==> src/rtl/drive_ctrl.sv <==
// Drive controller: start/move/stop sequencing from the pedal levels,
// a direction latch taken when the vehicle starts moving, and a saturating
// mileage counter advanced by a prescaler that only runs while moving.
//
// state           | meaning
// ----------------+------------------------------------------------
// ST_NOT_STARTING | idle / braked / unpowered; prescaler held at 0
// ST_STARTING     | clutch engaged, ready to pull away
// ST_MOVING       | driving; prescaler counts towards mileage ticks
// ST_ILLEGAL      | never produced; recovers to ST_NOT_STARTING
module drive_ctrl #(
    parameter int unsigned TICK_DIV  = 100000000,
    parameter int unsigned MILEAGE_W = 32
) (
    input  logic                 clk,
    input  logic                 rst_n,
    input  logic                 power,
    input  logic                 clutch,
    input  logic                 throttle,
    input  logic                 brake,
    input  logic                 reverse,
    output logic [1:0]           state,
    output logic                 dir,
    output logic [MILEAGE_W-1:0] mileage,
    output logic                 mileage_tick
);

    typedef enum logic [1:0] {
        ST_NOT_STARTING = 2'b00,
        ST_STARTING     = 2'b01,
        ST_MOVING       = 2'b10,
        ST_ILLEGAL      = 2'b11
    } state_e;

    localparam logic [31:0]          PRESC_MAX   = 32'(TICK_DIV - 1);
    localparam logic [MILEAGE_W-1:0] MILEAGE_MAX = '1;
    localparam logic [MILEAGE_W-1:0] MILEAGE_ONE = MILEAGE_W'(1);

    state_e                 state_q, state_d;
    logic                   dir_q, dir_d;
    logic [31:0]            presc_q, presc_d;
    logic [MILEAGE_W-1:0]   mileage_q, mileage_d;
    logic                   tick_q, tick_d;

    // State, direction, prescaler and mileage registers
    always_ff @(posedge clk or negedge rst_n) begin
        if (!rst_n) begin
            state_q   <= ST_NOT_STARTING;
            dir_q     <= 1'b0;
            presc_q   <= '0;
            mileage_q <= '0;
            tick_q    <= 1'b0;
        end else begin
            state_q   <= state_d;
            dir_q     <= dir_d;
            presc_q   <= presc_d;
            mileage_q <= mileage_d;
            tick_q    <= tick_d;
        end
    end

    // Next-state: power loss clears everything except dir, brake beats pedals,
    // prescaler follows the registered state so the wrap edge is well defined
    always_comb begin
        state_d   = state_q;
        dir_d     = dir_q;
        presc_d   = presc_q;
        mileage_d = mileage_q;
        tick_d    = 1'b0;

        if (!power) begin
            state_d   = ST_NOT_STARTING;
            presc_d   = '0;
            mileage_d = '0;
        end else begin
            if (state_q == ST_MOVING) begin
                if (presc_q == PRESC_MAX) begin
                    presc_d = '0;
                    tick_d  = 1'b1;
                    if (mileage_q != MILEAGE_MAX) begin
                        mileage_d = mileage_q + MILEAGE_ONE;
                    end
                end else begin
                    presc_d = presc_q + 32'd1;
                end
            end else begin
                presc_d = '0;
            end

            if (brake) begin
                state_d = ST_NOT_STARTING;
            end else begin
                case (state_q)
                    ST_NOT_STARTING: begin
                        if (clutch && throttle) state_d = ST_STARTING;
                    end
                    ST_STARTING: begin
                        if (!clutch && throttle) begin
                            state_d = ST_MOVING;
                            dir_d   = reverse;
                        end
                    end
                    ST_MOVING: begin
                        if (clutch || !throttle) state_d = ST_STARTING;
                    end
                    default: state_d = ST_NOT_STARTING;
                endcase
            end
        end
    end

    assign state        = state_q;
    assign dir          = dir_q;
    assign mileage      = mileage_q;
    assign mileage_tick = tick_q;

endmodule

==> config.mk <==
export PLATFORM = sky130hd
export DESIGN_NAME = drive_ctrl
export DESIGN_NICKNAME = d
export VERILOG_FILES = /design/src/rtl/drive_ctrl.sv
export SDC_FILE = /design/constraint.sdc
export NUM_CORES = 1
export LEC_CHECK = 0
export CORE_UTILIZATION = 52
export CTS_BUF_LIST = sky130_fd_sc_hd__clkbuf_4
export DETAILED_ROUTE_END_ITERATION = 10
export GPL_TIMING_DRIVEN = 0
export PLACE_DENSITY_LB_ADDON = 0.2
export SYNTH_ARGS = -nofsm -noshare
export SYNTH_HDL_FRONTEND = slang
export SYNTH_SLANG_ARGS = --single-unit
==> constraint.sdc <==
create_clock -name clk -period 2 [get_ports clk]
set_input_delay 0.2 -clock clk [delete_from_list [all_inputs] [get_ports clk]]
set_output_delay 0.2 -clock clk [all_outputs]
set_load 0.005 [all_outputs]
Word level (Yosys, flattened, before mapping):

Index checks and enable logic that the tools add are counted.

* add/subtract/negate cells: 2
* equality and inequality tests: 10
* mux-type cells: 16
* bitwise gates (word level): 1
* reduce and logical (&&, ||, !) cells: 9

Operators by type and width (number)
* $mux 32: 7
* $add 32x1->32 const B: 2
* $eq 32x27->1 const B: 1
* $ne 32x32->1 const B: 1
* $mux 2: 5
* $ne 4x4->1 const B: 2
* $ne 2x1->1 const B: 3
* $pmux 2 s3: 1
* $reduce_and 3->1: 2
* $ne 4x3->1 const B: 1
* $reduce_and 4->1: 1
* $mux 1: 3
* $eq 2x1->1 const B: 1
* $eq 2x2->1 const B: 1
* $logic_and 1x1->1: 2
* $logic_not 1->1: 2
* $logic_not 2->1: 1
* $logic_or 1x1->1: 1
* $not 1->1: 1

* register bits after elaboration: 68
* bits of input ports: 7
* output and inout bits: 36
* word-level logic and storage cells: 43

Longest topological paths before layout:

Gate-level depths: netlist (run 1).

* word-level depth: 6
* mapped depth: 8

Least setup slack after synthesis (run 1):

No wires, ideal clock.

* kind: register -> register
* from: register mileage_q[8] (netlist: mileage[8])
* to: register mileage_q[29] (netlist: mileage[29])
* setup time: 119 ps
* arrival time: 1934 ps
* data required time: 1881 ps
* path slack: -53 ps
* stages on the path, launching flop included: 7
* path buffers: 0
* clock period less this slack: 2053 ps
* cells stage by stage: dfrtp_1 -> nand4_1 -> or3_1 -> a2111oi_2 -> nand4_1 -> xnor2_1 -> and2_1

* word-level cells in the longest chain between the ends: 5

RTL lines
* from (decl): RTL line 42 `logic [MILEAGE_W-1:0] mileage_q, mileage_d;`
* from (signal assigned): RTL line 57 `mileage_q <= mileage_d;`
* $add 32x1->32: RTL line 81 `mileage_d = mileage_q + MILEAGE_ONE;`
* $mux 32: RTL line 80 `if (mileage_q != MILEAGE_MAX) begin`
* $mux 32: RTL line 77 `if (presc_q == PRESC_MAX) begin`
* $mux 32: RTL line 76 `if (state_q == ST_MOVING) begin`
* $mux 32: RTL line 71 `if (!power) begin`

Several ways; a longest one is shown, not always the timed one. The select of a mux whose other input is x is not followed.
A chain may end at the register's enable or synchronous reset.

Worst setup path after layout (run 1):

* from: register presc_q[17]
* to: register mileage_q[25] (netlist: mileage[25])

* word-level cells in the longest chain between the ends: 3

RTL lines
* from (decl): RTL line 41 `logic [31:0] presc_q, presc_d;`
* from (signal assigned): RTL line 56 `presc_q <= presc_d;`
* $eq 32x27->1: RTL line 77
* $ne 2x1->1 (no source line)
* $reduce_and 3->1 (no source line)

No other way between the ends.

==> run summary, run 1 <==
clock power share: 0.392
final core utilization: 0.714
initial antenna violation count: 0
Nets: 475
Worst-path clk slew: 120 ps
Starting Density: 0.534
Routed WL: 8880 um
DRT Pass-1 Iters: 4
Synth async-reset ratio: 1.00
Final GP Congestion: 0.822
gr usage total: 0.250
critical-path cell with the highest stage delay: dfrtp_2
Crit Path Category: flip-flop to flip-flop
Final Critical Period: 2120 ps
Sw Ratio: 0.251
share of layout cells above drive strength 1: 0.204
violated checks: negative setup slack
hold slack: 337 ps
Worst Skew: 15.7 ps
Layout Area Growth over Synthesis: 33.6%
total grt overflow: 0
largest net degree at the start of global routing: 69
clk sink count: 68
Unique masters post-synth: 38
most frequent cell after synthesis: dfrtp_1
DP HPWL: 5340 um
Core Rows: 30
RSZ-0062 raised after global routing: true
worst vdd ir: 0.355 mV
final worst path period share: 1.06
crit-path max FO: 10
sequential area share after synthesis: 0.471
number of inserted diodes: 0
Root Driver: clkbuf_4
WP data required: 2320 ps
EDFF count, synth: 0
status: complete, but fails checks
Starting DRT DRC Count: 254
crit path launch type: flip-flop
Post-Synthesis Cells: 383
crit-path max cell delay: 460 ps
fmax: 472 MHz
Seq pwr share: 0.578
vias in the first global route: 3033
final worst slack: -117 ps
FF+latch count, synth: 68
Net Count, Synth: 392
commonest cells in the netlist: dfrtp_1 (68), nor2_1 (48), xnor2_1 (45)
Die W: 85.3 um
die height: 85.3 um
leak pwr: 0.00188 uW
first-pass GRT wire length: 14300 um
worst hold path class: input port to flip-flop
top cell type's share of synthesized area: 0.471
Synth area leaders: dfrtp_1 (47%), xnor2_1 (11%), nand3_1 (5.0%)
Tightest Pin Transition: 845 ps
CTS tree: done
H-Tree Level Count: 3
max-slew violations: 0
Slew Limit Headroom: 0.437
number of nets with antenna violations after routing: 0
Synth Cell Area: 0.00361 mm^2
syn avg cell area: 9.43 um^2
yosys warns: 0
Hold Fails Final Rpt: 0
DR WL/cell: 16.1 um
ys flop type: dfrtp_1
Worst Setup End Kind: flip-flop
critical-path cell list: nor4b_2 > nand4_1 > nor4_4 > buf_6 > buf_6 > nand3_1 > xnor2_1 > and2_1
final setup violation count: 39
max-cap violation count: 0
Worst-Skew Late Latency: 420 ps
Max Buffers Root-to-Sink: 2
Die ar.: 0.00728 mm^2
PwrDens: 495 mW/mm^2
Logic pwr share: 0.030
post-synth top area cell: dfrtp_1
DR vias: 3171
Core ar.: 0.00676 mm^2
Switch Pwr: 599 uW
P_int: 1790 uW
Worst Path Arrival: 2440 ps
Ports: 43
Vias/cell: 5.75
port bufs: 42
Top cell by count, worst path: buf_6
DRC: 0
total CTS buffers: 9
## sequential cells by signal (all words and copies together) (netlist names)
| name | cells |
|---|---|
| dir | 1 |
| mileage_tick | 1 |
| presc_q | 32 |
| state | 2 |
| mileage | 32 |
## worst max-delay path: cells and delay by family, from the launching register on
family	cells	cell delay (ps)
flops	1	460
simple gates	5	1050
xor+xnor	1	170
buf+inv	2	340
## power by group through the flow
stage / sequential (uW) / combinational [uW] / clock (uW)
after floorplan: 1410 / 18.3 / 0
after global placement: 1410 / 72.4 / 0
after detailed placement: 1410 / 72.5 / 0
after CTS: 1380 / 75.1 / 943
after global routing: 1380 / 83.6 / 993
final: 1380 / 72.0 / 937
## final timing paths
check / from / end / slack (ps) / cells past startpoint
setup / recovery: presc_q[17] / mileage[25] / -120 / 8
hold / removal: brake / state[0] / 340 / 2
setup reg to reg: presc_q[17] / mileage[25] / -120 / 8
hold reg to reg: presc_q[0] / presc_q[0] / 510 / 1
max in group asynchronous: rst_n / mileage[16] / 980 / 2
min in group asynchronous: rst_n / presc_q[31] / 420 / 2
## per-stage QoR
step                power, uW  cell area (um^2)  setup TNS [ps]  worst slack (ps)  cells
global placement         1480              4150         -124940             -1620    505
finish                   2390              4830           -1150              -117    551
floorplan                1430              3630            -116             -31.2    383
detailed placement       1480              4150          -17750              -514    505
global route             2460              4830           -7000              -215    551
CTS                      2400              4600           -4840              -149    537
## area by class of cell
class	instances	area, um^2
fillers	504	1930
multi-input cells	293	2070
flip-flops and latches	68	1710
plain buffers	12	105
clock buffers	9	67.6
inverters	9	33.8
repair buffers	73	664
well taps	80	100
clock inverters	7	76.3
## routing by layer
layer	vias to the layer above	part of all wire	track usage
met3	14	0.053	0.0360
met5	-	0	0
met2	97	0.48	0.386
li1	1505	-	-
met4	0	0.017	0.117
met1	1555	0.45	0.352
## kinds of logic after synthesis
group / after synthesis / synth area share
adders and majority gates: 2 / 0.00693
buffers and inverters: 22 / 0.0239
AOI/OAI and AO/OA: 20 / 0.0416
muxes: 2 / 0.00589
DFF: 68 / 0.471
and+or+nand+nor: 216 / 0.322
xor gates and xnor gates: 53 / 0.129
## cells in the final DEF (no fill, tap or decap), drive strengths merged, types with 4 or more instances in the layout
cell type and count:
xor2 8, nor4 16, o31ai 4, nor3 15, nand2 24, nand4 16
and3 14, nand3 36, buf 36, nor2 48, and4 5, dfrtp 68
o21a 6, inv 10, and2 25, xnor2 45, clkbuf 16, clkdlybuf4s50 41
## timing repair
item                       CTS  global route
setup buffers               16            13
gates resized for setup     43            30
hold endpoints to repair    68             0
gates cloned                 0             1
setup endpoints to repair   64            64
hold buffers                 1             0
pin swaps                   16            11
Power figures use the tool's default switching activity.
==> run 2, diff against run 1 <==
--- a/config.mk
+++ b/config.mk
@@ -10,6 +10,7 @@
 export DETAILED_ROUTE_END_ITERATION = 10
 export GPL_TIMING_DRIVEN = 0
 export PLACE_DENSITY_LB_ADDON = 0.2
+export SKIP_CTS_REPAIR_TIMING = 1
 export SYNTH_ARGS = -nofsm -noshare
 export SYNTH_HDL_FRONTEND = slang
 export SYNTH_SLANG_ARGS = --single-unit
==> run 2 against run 1 <==
  * The run still ends with negative setup slack left
  * Non-clock buffer count is the same
  * Clock-buffer cell count unchanged
  * Sequential power barely moved
  * Via count is 1.9% higher
  * Final area down 1.8%
  * Clock skew up 2.5 ps
  * Die area unchanged
  * Cell count unchanged
  * Total power shrank 0.37%
  * Utilization shrank 1.3 points
  * Critical path depth shrank 1
  * Critical endpoint is now mileage[10]
  * Largest power group unchanged
==> run summary, run 2 (synthesis results as in run 1) <==
vias in the first global route: 2860 (-5.7%)
Crit Path Category: flip-flop to flip-flop
Worst Path Arrival: 2550 ps (+110 ps)
Worst-path clk slew: 130 ps (about the same)
Hold Fails Final Rpt: 0 (unchanged)
final cell count without fillers: 551 (unchanged)
gr usage total: 0.232 (-0.0183)
crit-path max FO: 8 (-2)
commonest cells after routing, fill and taps aside: dfrtp_1 (62), nor2_1 (47), xnor2_1 (45)
Worst Setup End Kind: flip-flop
port bufs: 42 (unchanged)
DP HPWL: 5340 um (unchanged)
footprint of the multi-input gates: 0.00202 mm^2 (-2.5%)
largest net degree at the start of global routing: 69 (unchanged)
Root Driver: clkbuf_4
worst vdd ir: 0.352 mV (-0.86%)
Starting Density: 0.534 (unchanged)
# placed instances: 505 (unchanged)
share of layout cells above drive strength 1: 0.187 (-0.0170)
worst hold path class: input port to flip-flop
Core ar.: 0.00676 mm^2 (unchanged)
final worst slack: -201 ps (-83.9 ps)
DR WL/cell: 16.3 um (+0.97%)
Final Critical Period: 2200 ps (+83.9 ps)
violated checks: negative setup slack
DR vias: 3230 (+1.9%)
Die ar.: 0.00728 mm^2 (unchanged)
Vias/cell: 5.86 (+1.9%)
PwrDens: 502 mW/mm^2 (+1.4%)
total CTS buffers: 9 (unchanged)
Nets: 475 (unchanged)
final core utilization: 0.701 (-0.0128)
final setup violation count: 35 (-10%)
Fill cells: 526 (+4.4%)
Max Buffers Root-to-Sink: 2 (unchanged)
first-pass GRT wire length: 13300 um (-6.8%)
status: complete, but fails checks
leak pwr: 0.00186 uW (-1.0%)
WP data required: 2350 ps (+30 ps)
crit path launch type: flip-flop
Final GP Congestion: 0.822 (unchanged)
RSZ-0062 raised after global routing: true
CTS tree: done
clk sink count: 68 (unchanged)
initial antenna violation count: 0 (unchanged)
DRT Pass-1 Iters: 5 (+1)
final worst path period share: 1.10 (+0.0420)
Core Rows: 30 (unchanged)
DRC: 0 (unchanged)
fmax: 454 MHz (-3.8%)
Routed WL: 8970 um (+0.97%)
Tightest Pin Transition: 843 ps (-2.07 ps)
max-cap violation count: 0 (unchanged)
Slew Limit Headroom: 0.438 (+0.00138)
Worst Skew: 18.2 ps (+2.49 ps)
Ports: 43 (unchanged)
total grt overflow: 0 (unchanged)
Worst-Skew Late Latency: 410 ps (about the same)
max-slew violations: 0 (unchanged)
Starting DRT DRC Count: 241 (-5.1%)
number of nets with antenna violations after routing: 0 (unchanged)
Layout Area Growth over Synthesis: 31.3%
number of inserted diodes: 0 (unchanged)
Die W: 85.3 um (unchanged)
sequential cell area: 0.00171 mm^2 (-0.15%)
die height: 85.3 um (unchanged)
commonest non-fill, non-tap cell in the layout: dfrtp_1
H-Tree Level Count: 3 (unchanged)
[run 2: worst paths after layout]
kind	startpoint	to	slack, ps	depth (start not counted)
max	presc_q[28]	mileage[10]	-200	7
min	brake	state[0]	360	2
max reg2reg	presc_q[28]	mileage[10]	-200	7
min reg2reg	presc_q[0]	presc_q[0]	490	1
max in group asynchronous	rst_n	mileage[8]	960	2
min in group asynchronous	rst_n	presc_q[22]	430	2
[run 2: power by group]
part,leakage [uW],switching [uW],internal [uW]
registers,0.000939,2.87,1380
clock network,0.0000725,542,387
logic,0.000851,45.1,26.5
total,0.00186,590,1790
[run 2: through the flow]
| stage | power, uW | area [um^2] | setup TNS, ps | setup WS [ps] | hold WS, ps |
|---|---|---|---|---|---|
| global placement | 1480 | 4150 | -124940 | -1620 | 473 |
| floorplan | 1430 | 3630 | -116 | -31.2 | -95.6 |
| finish | 2380 | 4740 | -4390 | -201 | 358 |
| detailed placement | 1480 | 4150 | -17750 | -514 | 372 |
| global route | 2450 | 4740 | -11100 | -301 | 336 |
| CTS | 2400 | 4290 | -20630 | -540 | -87.4 |
[run 2: cell type report]
cell class	instances	share of cell area
Clock buffer	9	0.0143
Sequential cell	68	0.361
Tap cell	80	0.0211
Multi-Input combinational cell	293	0.425
Inverter	9	0.00713
Buffer	12	0.0161
Clock inverter	7	0.0161
Timing Repair Buffer	73	0.139
[run 2: worst max-delay path: stages (launching register included)]
cell      delay, ps
dfrtp_1         470
nor4_2          290
nand4_1         210
nor4_4          340
buf_6           190
nand2_8          80
or4_4           420
a21boi_2        140
[run 2: routing by layer]
metal	up-vias	wire length [um]	GRT usage
met3	21	448	0.0331
met2	124	4320	0.353
li1	1500	-	-
met4	0	180	0.0970
met1	1585	4020	0.335
met5	-	0	0
